`config.mk`:
```
export PLATFORM = sky130hd
export DESIGN_NAME = imem_loader_flat
export DESIGN_NICKNAME = d
export VERILOG_FILES = /design/src/rtl/imem_loader_if.sv /design/src/rtl/imem_loader.sv /design/src/flat_wrapper.sv
export SDC_FILE = /design/constraint.sdc
export NUM_CORES = 1
export LEC_CHECK = 0
export ABC_AREA = 0
export CORE_MARGIN = 2
export CORE_UTILIZATION = 30
export DETAILED_ROUTE_END_ITERATION = 16
export GPL_TIMING_DRIVEN = 1
export SYNTH_ARGS = -nofsm -noshare
export SYNTH_HDL_FRONTEND = slang
export SYNTH_SLANG_ARGS = --single-unit
```
`constraint.sdc`:
```
create_clock -name clk -period 8.49 [get_ports clk]
set_input_delay 1.698 -clock clk [delete_from_list [all_inputs] [get_ports clk]]
set_output_delay 1.698 -clock clk [all_outputs]
set_load 0.01 [all_outputs]
```
`src/rtl/imem_loader_if.sv`:
```
// Byte-stream input and instruction-memory write port of the boot loader.
// The loader sits on the master side; the byte source and the memory sit on
// the slave side.
interface imem_loader_if;
    logic        rx_valid;
    logic [7:0]  rx_data;
    logic        rx_ready;
    logic        imem_we;
    logic [31:0] imem_addr;
    logic [31:0] imem_wdata;

    modport master (
        input  rx_valid,
        input  rx_data,
        output rx_ready,
        output imem_we,
        output imem_addr,
        output imem_wdata
    );

    modport slave (
        output rx_valid,
        output rx_data,
        input  rx_ready,
        input  imem_we,
        input  imem_addr,
        input  imem_wdata
    );
endinterface

```
`src/rtl/imem_loader.sv`:
```
// Boot-time instruction memory loader. Receives a 16-bit little-endian word
// count followed by little-endian 32-bit words over a byte stream, writes
// each word with a one-cycle strobe, and releases the core only after the
// whole program has been written.
module imem_loader #(
    parameter int          DEPTH     = 256,
    parameter logic [31:0] BASE_ADDR = 32'h0000_0000,
    parameter int          CNT_W     = 16
) (
    input  logic          clk,
    input  logic          reset,
    input  logic          start,
    imem_loader_if.master bus,
    output logic          busy,
    output logic          done,
    output logic          err,
    output logic          core_hold
);

    typedef enum logic [2:0] {
        IDLE, LEN_LO, LEN_HI, DATA, WRITE, DONE, ERR
    } state_t;

    localparam logic [16:0] DEPTH_L = 17'(DEPTH);

    state_t           state;
    state_t           state_nxt;
    logic [CNT_W-1:0] count;
    logic [CNT_W-1:0] word_idx;
    logic [1:0]       byte_idx;
    logic [31:0]      wdata;
    logic [31:0]      addr;
    logic             rx_open;
    logic             accept;
    logic             last_word;
    logic [15:0]      hdr_len;

    // The stream is open only while a header or data byte is expected.
    assign rx_open   = (state == LEN_LO) || (state == LEN_HI) || (state == DATA);
    assign accept    = bus.rx_valid && rx_open;
    // Full header value as it becomes known on the high-byte accept.
    assign hdr_len   = {bus.rx_data, count[7:0]};
    assign last_word = (word_idx == count - CNT_W'(1));

    assign bus.rx_ready   = rx_open;
    assign bus.imem_addr  = addr;
    assign bus.imem_wdata = wdata;

    // State register; reset abandons any load in progress.
    always_ff @(posedge clk or negedge reset) begin
        if (!reset) begin
            state <= IDLE;
        end else begin
            // NOTE: sequential state always uses non-blocking assignment so
            // every register samples pre-edge values, independent of block order.
            state <= state_nxt;
        end
    end

    // Next-state decode and state-derived outputs.
    always_comb begin
        // NOTE: every output gets a default first; a path that skips an
        // assignment would otherwise infer a latch.
        state_nxt    = state;
        bus.imem_we  = 1'b0;
        busy         = 1'b0;
        done         = 1'b0;
        err          = 1'b0;
        core_hold    = 1'b1;
        case (state)
            IDLE: begin
                if (start) state_nxt = LEN_LO;
            end
            LEN_LO: begin
                busy = 1'b1;
                if (accept) state_nxt = LEN_HI;
            end
            LEN_HI: begin
                busy = 1'b1;
                if (accept) begin
                    if (hdr_len == 16'd0)               state_nxt = DONE;
                    else if ({1'b0, hdr_len} > DEPTH_L) state_nxt = ERR;
                    else                                state_nxt = DATA;
                end
            end
            DATA: begin
                busy = 1'b1;
                if (accept && byte_idx == 2'd3) state_nxt = WRITE;
            end
            WRITE: begin
                busy        = 1'b1;
                bus.imem_we = 1'b1;
                state_nxt   = last_word ? DONE : DATA;
            end
            DONE: begin
                done      = 1'b1;
                core_hold = 1'b0;
                if (start) state_nxt = LEN_LO;
            end
            ERR: begin
                err = 1'b1;
                if (start) state_nxt = LEN_LO;
            end
            default: state_nxt = IDLE;
        endcase
    end

    // Header capture, byte assembly and write-address generation.
    always_ff @(posedge clk or negedge reset) begin
        if (!reset) begin
            // NOTE: the word assembly register is ordinary flops, not a RAM,
            // so it is reset with everything else to give known bus values.
            count    <= '0;
            word_idx <= '0;
            byte_idx <= '0;
            wdata    <= '0;
            addr     <= '0;
        end else begin
            case (state)
                IDLE, DONE, ERR: begin
                    if (start) begin
                        word_idx <= '0;
                        byte_idx <= '0;
                    end
                end
                LEN_LO: begin
                    if (accept) count[7:0] <= bus.rx_data;
                end
                LEN_HI: begin
                    if (accept) count <= CNT_W'(hdr_len);
                end
                DATA: begin
                    if (accept) begin
                        wdata[{byte_idx, 3'b000} +: 8] <= bus.rx_data;
                        byte_idx                       <= byte_idx + 2'd1;
                        if (byte_idx == 2'd3)
                            addr <= BASE_ADDR + 32'({word_idx, 2'b00});
                    end
                end
                WRITE: begin
                    if (!last_word) word_idx <= word_idx + CNT_W'(1);
                end
                default: ;
            endcase
        end
    end

endmodule

```
`src/flat_wrapper.sv`:
```
// flat-port wrapper written by rule: the top's interface ports become plain ports
module imem_loader_flat 
#(
    parameter int          DEPTH     = 256,
    parameter logic [31:0] BASE_ADDR = 32'h0000_0000,
    parameter int          CNT_W     = 16
)
  (clk, reset, start, busy, done, err, core_hold, bus_rx_valid, bus_rx_data, bus_rx_ready, bus_imem_we, bus_imem_addr, bus_imem_wdata);
  imem_loader_if bus_i ();
  input  logic clk;
  input  logic reset;
  input  logic start;
  output logic busy;
  output logic done;
  output logic err;
  output logic core_hold;
  input wire logic [$bits(bus_i.rx_valid)-1:0] bus_rx_valid;
  input wire logic [$bits(bus_i.rx_data)-1:0] bus_rx_data;
  output wire logic [$bits(bus_i.rx_ready)-1:0] bus_rx_ready;
  output wire logic [$bits(bus_i.imem_we)-1:0] bus_imem_we;
  output wire logic [$bits(bus_i.imem_addr)-1:0] bus_imem_addr;
  output wire logic [$bits(bus_i.imem_wdata)-1:0] bus_imem_wdata;
  assign bus_i.rx_valid = bus_rx_valid;
  assign bus_i.rx_data = bus_rx_data;
  assign bus_rx_ready = bus_i.rx_ready;
  assign bus_imem_we = bus_i.imem_we;
  assign bus_imem_addr = bus_i.imem_addr;
  assign bus_imem_wdata = bus_i.imem_wdata;
  imem_loader #(.DEPTH(DEPTH), .BASE_ADDR(BASE_ADDR), .CNT_W(CNT_W)) u_core (.clk(clk), .reset(reset), .start(start), .bus(bus_i), .busy(busy), .done(done), .err(err), .core_hold(core_hold));
endmodule
```
==> metrics, run 1 <==
Vias/cell about 5.0; weighted congestion at the end of routability-driven global placement 0.8414; most common cell after layout, fill and taps aside sky130_fd_sc_hd__nand2_1; Setup Fix Bufs, Post-CTS 0; post-synthesis to final-layout area growth 22.29%; die outline height ~130 µm; Sink Count 85; floorplan row count 44; fraction of the cycle the final worst path needs about 47%; crit path launch type register; maximum number of pins on one net before global-route repair 86; initial antenna violation count 0; number of antenna diodes 0; maximum vdd drop roughly 120 µV; first-pass GRT wire length approximately 18 mm; DP Wirelength between 7 and 8 mm; core outline area 14640 µm²; root buffer cell sky130_fd_sc_hd__clkbuf_16; Final Hold Fails 0; latest clock arrival within the worst-skew pair ~350 ps; ANT nets after route 0; Final TNS setup 0 ps; routed wirelength normalized by instance count ~15 µm; transition at the pin with the smallest max-transition slack around 1200 ps; Hold WC Path Type register to register; power density relative to cell area between 200 and 300 nW/µm²; final non-filler cell total ~700; routed via count between 3000 and 4000; Seq/Total Area, Yosys a little under half; number of flip-flops and latches in the synthesized netlist between 80 and 90; Post-Place Cells 703; cell area after technology mapping about 4500 µm²; clock tree from TritonCTS built; Boundary Pins just over 80; clock buffers created by TritonCTS 9; worst setup skew after layout 9.698 ps; area of placed instances ~5200 µm²; TritonRoute pass-1 iters 5; die area approximately 16000 µm²; drt first-iter violations 249; maximum fanout along the worst path 10; number of gates resized after CTS 0; starting utilization of the core area between 30% and 40%; Final Max Slew Viols 0; H-tree level count 3; post-route cell area approximately 5500 µm²; DRC violation count after routing 0; aggregate global-route resource usage 14.11%; YS warnings 0; leakage between 0.002 and 0.0025 µW; sum of overflow across all layers after global routing 0; DIE WIDTH between 100 and 150 µm; most frequent cells in the layout sky130_fd_sc_hd__nand2_1, sky130_fd_sc_hd__dfrtp_1, sky130_fd_sc_hd__clkdlybuf4s50_1; time the final worst path needs with I/O delays and setup between 4000 and 5000 ps; clock transition at the registers of the reported paths 60 ps; final worst hold slack roughly 480 ps; Worst Setup Path Type register to output pin; critical path arrival about 2300 ps; aggregate routed wire length between 10 and 15 mm; Final setup viols 0; status complete, no violations; fin nets 550; number of hold buffers added after CTS 0; maximum operating frequency between 200 and 250 MHz; worst path required time a little under 7000 ps; Slew Limit Headroom approximately a fifth; number of distinct library cells after synthesis 53; number of instances in the synthesized netlist between 400 and 500; maximum number of buffers from clock root to sink 2; I/O Buffers 65; maximum capacitance violations 0; Mean Syn Cell Area between 9 and 10 µm²; share of post-route cells with drive strength above 1 under 10%; setup repair after global routing missed its margin false; nature of the critical path endpoint output pin; number of global-route vias before repair between 3000 and 4000
final cells by class:
cell class | instances | area, µm²
Clock inverter | 4 | 56.30
Fill cell | 1438 | 9104
Tap cell | 184 | 230.2
Timing Repair Buffer | 66 | 655.6
Sequential cell | 85 | 2127
Clock buffer | 12 | 246.5
Inverter | 14 | 52.55
Multi-Input combinational cell | 354 | 2172
layer usage:
layer  wire length, µm  up-vias  GRT usage (%)
li1                  -     1727              -
met5                 0        -              0
met2              5335       88          22.11
met1              5022     1744          18.59
met3               504       14          3.754
met4               184        0          5.688
worst max-delay path: stages (launching register included):
cell and delay [ps]:
sky130_fd_sc_hd__dfrtp_1 520, sky130_fd_sc_hd__inv_1 160, sky130_fd_sc_hd__nor3_1 600, sky130_fd_sc_hd__clkdlybuf4s50_1 680
registers in the layout, indices dropped and copies added (netlist names):
name                   cells
u_core.word_idx           16
u_core.byte_idx            2
u_core.bus.imem_addr      16
u_core.state               3
u_core.bus.imem_wdata     32
u_core.count              16
synthesized netlist by cell type, drive strengths merged:
| cell | n | area (µm²) |
|---|---|---|
| nand2 | 91 | 341.6 |
| dfrtp | 85 | 2127 |
| o21ai | 48 | 244.0 |
| mux2 | 28 | 315.3 |
| buf | 26 | 190.2 |
| nor2 | 23 | 88.84 |
| inv | 14 | 52.55 |
| nor3 | 13 | 65.06 |
| xnor2 | 13 | 113.9 |
| xor2 | 13 | 113.9 |
| a21oi | 12 | 60.06 |
| clkbuf | 12 | 45.04 |
| nand2b | 10 | 62.56 |
| o31ai | 9 | 67.56 |
| ha | 7 | 87.58 |
| nand3 | 7 | 40.04 |
| nor4 | 6 | 58.80 |
| or4 | 6 | 45.04 |
| a211oi | 5 | 37.54 |
| and3 | 5 | 31.28 |
| nand4 | 5 | 31.28 |
| o211ai | 4 | 30.03 |
| o21a | 4 | 30.03 |
| mux2i | 3 | 30.03 |
| nand3b | 3 | 22.52 |
| a21boi | 2 | 15.01 |
| a31oi | 2 | 12.51 |
| nand4b | 2 | 17.52 |
| o2111ai | 2 | 17.52 |
| or2 | 2 | 12.51 |
| a2bb2oi | 1 | 8.760 |
| a41oi | 1 | 8.760 |
| and2 | 1 | 6.260 |
| and3b | 1 | 8.760 |
| conb | 1 | 3.750 |
| fa | 1 | 20.02 |
| nor2b | 1 | 6.260 |
| nor3b | 1 | 7.510 |
| o21bai | 1 | 11.26 |
| o221ai | 1 | 8.760 |
| o31a | 1 | 8.760 |
| o41ai | 1 | 8.760 |
| or3 | 1 | 6.260 |
| or4b | 1 | 10.01 |
metrics by stage:
step	util (%)	worst slack [ps]	total power, µW
2_1_floorplan	-	5570	908.3
3_3_place_gp	35.77	4532	1041
3_5_place_dp	35.77	4443	1058
4_1_cts	37.83	4427	1470
5_1_grt	37.83	4330	1553
6_report	37.83	4476	1454
final timing paths:
kind | startpoint | cells after the start | endpoint | slack [ps]
worst min-delay path | u_core.bus.imem_wdata[21] | 2 | u_core.bus.imem_wdata[21] | 480
worst max register to register | u_core.count[0] | 10 | u_core.word_idx[13] | 5280
min in group asynchronous | reset | 1 | u_core.bus.imem_wdata[10] | 1550
worst min register to register | u_core.bus.imem_wdata[21] | 2 | u_core.bus.imem_wdata[21] | 480
max in group asynchronous | reset | 1 | u_core.word_idx[10] | 6220
worst max-delay path | u_core.state[2] | 3 | bus_imem_we | 4480
report_power, final:
part           total [µW]  leakage (µW)  internal [µW]  switching (µW)
Sequential            578       0.00114            472             106
Combinational         472       0.00101            225             247
Clock                 403      0.000147            238             165
Total                1450       0.00229            936             518
kinds of logic after synthesis:
logic type,synth area share [%]
muxes,7.622
xor gates and xnor gates,5.026
AOI/OAI and AO/OA,12.57
DFF,46.95
other,0.08277
adders and majority gates,2.375
buffers and inverters,6.351
and+or+nand+nor,19.03
Note: power is estimated with default switching activity, not from simulation.
==> run 2, diff against run 1 <==
==> constraint.sdc (replaced) <==
create_clock -name clk -period 3.6 [get_ports clk]
set_input_delay 0.72 -clock clk [delete_from_list [all_inputs] [get_ports clk]]
set_output_delay 0.72 -clock clk [all_outputs]
set_load 0.01 [all_outputs]
==> metrics, run 2 (synthesis gave the netlist of run 1 again) <==
status complete, no violations; most common cell after layout, fill and taps aside sky130_fd_sc_hd__nand2_1; transition at the pin with the smallest max-transition slack roughly 1100 ps; worst setup slack after layout 373.6 ps; clock buffers created by TritonCTS 9; number of hold buffers added after CTS 0; Worst Hold Launch u_core.bus.imem_wdata[21]; maximum number of pins on one net before global-route repair between 80 and 90; Sink Count 85; Vias/cell 4.971; leakage ~0.0023 µW; aggregate routed wire length ~11 mm; fraction of the cycle the final worst path needs around nine tenths; setup repair after global routing missed its margin false; H-tree level count 3; number of antenna diodes 0; Clock power frac 27.5%; Reg power frac 39.7%; routed metal-1 wirelength a little over 5 mm; floorplan row count 44; crit path launch type register; post-synthesis to final-layout area growth 23.75%; most frequent cells in the layout sky130_fd_sc_hd__nand2_1, sky130_fd_sc_hd__dfrtp_1, sky130_fd_sc_hd__clkdlybuf4s50_1; final design utilization 38.29%; maximum number of buffers from clock root to sink 2; initial antenna violation count 0; internal power 2214 µW; final non-filler cell total just over 700; routed wirelength normalized by instance count 15.40 µm; maximum vdd drop 243.4 µV; area taken by flip-flops and latches roughly 2100 µm²; Final setup viols 0; Sw Share between 30% and 40%; clock tree from TritonCTS built; die area about 16000 µm²; pre-CTS WS roughly 450 ps; share of power burned in combinational logic ~33%; flip-flop count of the largest register after layout 32; power density relative to cell area 616.3 nW/µm²; Met2 Wirelength around 5.6 mm; number of global-route vias before repair between 3000 and 4000; fin nets approximately 560; aggregate global-route resource usage between 10% and 20%; Final Hold Fails 0; worst setup skew after layout around 11 ps; I/O Buffers 65; DRC violation count after routing 0; combined area of the multi-input logic cells about 2200 µm²; latest clock arrival within the worst-skew pair about 340 ps; worst setup path start u_core.count[0]; max layer used met4; maximum fanout along the worst path 11; Psw 1242 µW; Final Max Slew Viols 0; routed via count between 3000 and 4000; maximum capacitance violations 0; total length of routed met3 wires ~400 µm; Worst Setup Path Type register to register; worst path required time between 3000 and 4000 ps; Boundary Pins between 80 and 90; critical-path cell with the highest stage delay sky130_fd_sc_hd__or4b_1; critical path arrival 3410 ps; drt first-iter violations slightly below 200; worst path buffer plus inverter count 1; weighted congestion at the end of routability-driven global placement 0.9005; sum of overflow across all layers after global routing 0; nature of the critical path endpoint register; crit path cell chain inv_1 > ha_1 > nor2b_1 > nand4b_1 > xnor2_1 > a211oi_1 > or4b_1 > o21bai_2 > or4_1 > a21oi_1; root buffer cell sky130_fd_sc_hd__clkbuf_16; ANT nets after route 0; dominant delay contributor by cell family on the critical path simple AND/OR/NAND/NOR gates; DIE WIDTH approximately 130 µm; Post-Place Cells around 710; filler cell count in the final layout approximately 1400; first-pass GRT wire length around 19 mm; Final TNS setup 0 ps; time the final worst path needs with I/O delays and setup roughly 3200 ps; Hold WC Path Type register to register; starting utilization of the core area a little under a third; core outline area 14640 µm²; clock transition at the registers of the reported paths 70 ps; Slew Limit Headroom between 20% and 30%; Setup Fix Bufs, Post-CTS 0; die outline height around 130 µm; share of post-route cells with drive strength above 1 between 10% and 20%; TritonRoute pass-1 iters 4; slowest stage delay, CP 620 ps; number of gates resized after CTS 0; setup slack of the worst register-to-register path 370 ps; maximum operating frequency 309.9 MHz; DP Wirelength 8.003 mm; launch instance of the worst register-to-register path u_core.count[0]
run 2: stage by stage:
stage / hold slack, ps / cell area [µm²] / power (µW)
finish: 481.7 / 5607 / 3456
detailed placement: 472.4 / 5298 / 2515
floorplan: 424.4 / 4587 / 2142
CTS: 487.6 / 5607 / 3481
global placement: 465.0 / 5298 / 2470
global route: 520.0 / 5607 / 3688
run 2: metal layers:
layer | up-vias | global-route usage (%)
met5 | - | 0
met4 | 0 | 5.236
met3 | 15 | 2.910
met2 | 79 | 24.60
met1 | 1781 | 18.33
li1 | 1739 | -
run 2: final timing paths:
path,endpoint,cells after the start
max in group asynchronous,u_core.word_idx[12],1
worst min register to register,u_core.bus.imem_wdata[21],2
worst min-delay path,u_core.bus.imem_wdata[21],2
min in group asynchronous,u_core.bus.imem_wdata[9],1
worst max register to register,u_core.word_idx[13],10
worst max-delay path,u_core.word_idx[13],10
run 2: power groups by stage:
stage	clock, µW	sequential, µW	combinational (µW)
after CTS	978	1370	1140
after detailed placement	0	1380	1130
final	949	1370	1130
after floorplan	0	1280	858
after global placement	0	1370	1100
after global routing	1010	1400	1270
run 2: layout make-up:
| class | count | share of cell area (%) |
|---|---|---|
| clock inverters | 6 | 1.250 |
| well taps | 184 | 4.106 |
| flip-flops and latches | 85 | 37.94 |
| inverters | 14 | 0.9373 |
| repair buffers | 74 | 12.76 |
| multi-input cells | 354 | 38.74 |
| clock buffers | 10 | 4.262 |
run 2: worst min-delay path, delay by kind of cell, from the launching register on:
kind | cells | cell delay (ps)
DFF | 1 | 340
AOI/OAI and AO/OA | 1 | 60
and+or+nand+nor | 1 | 50
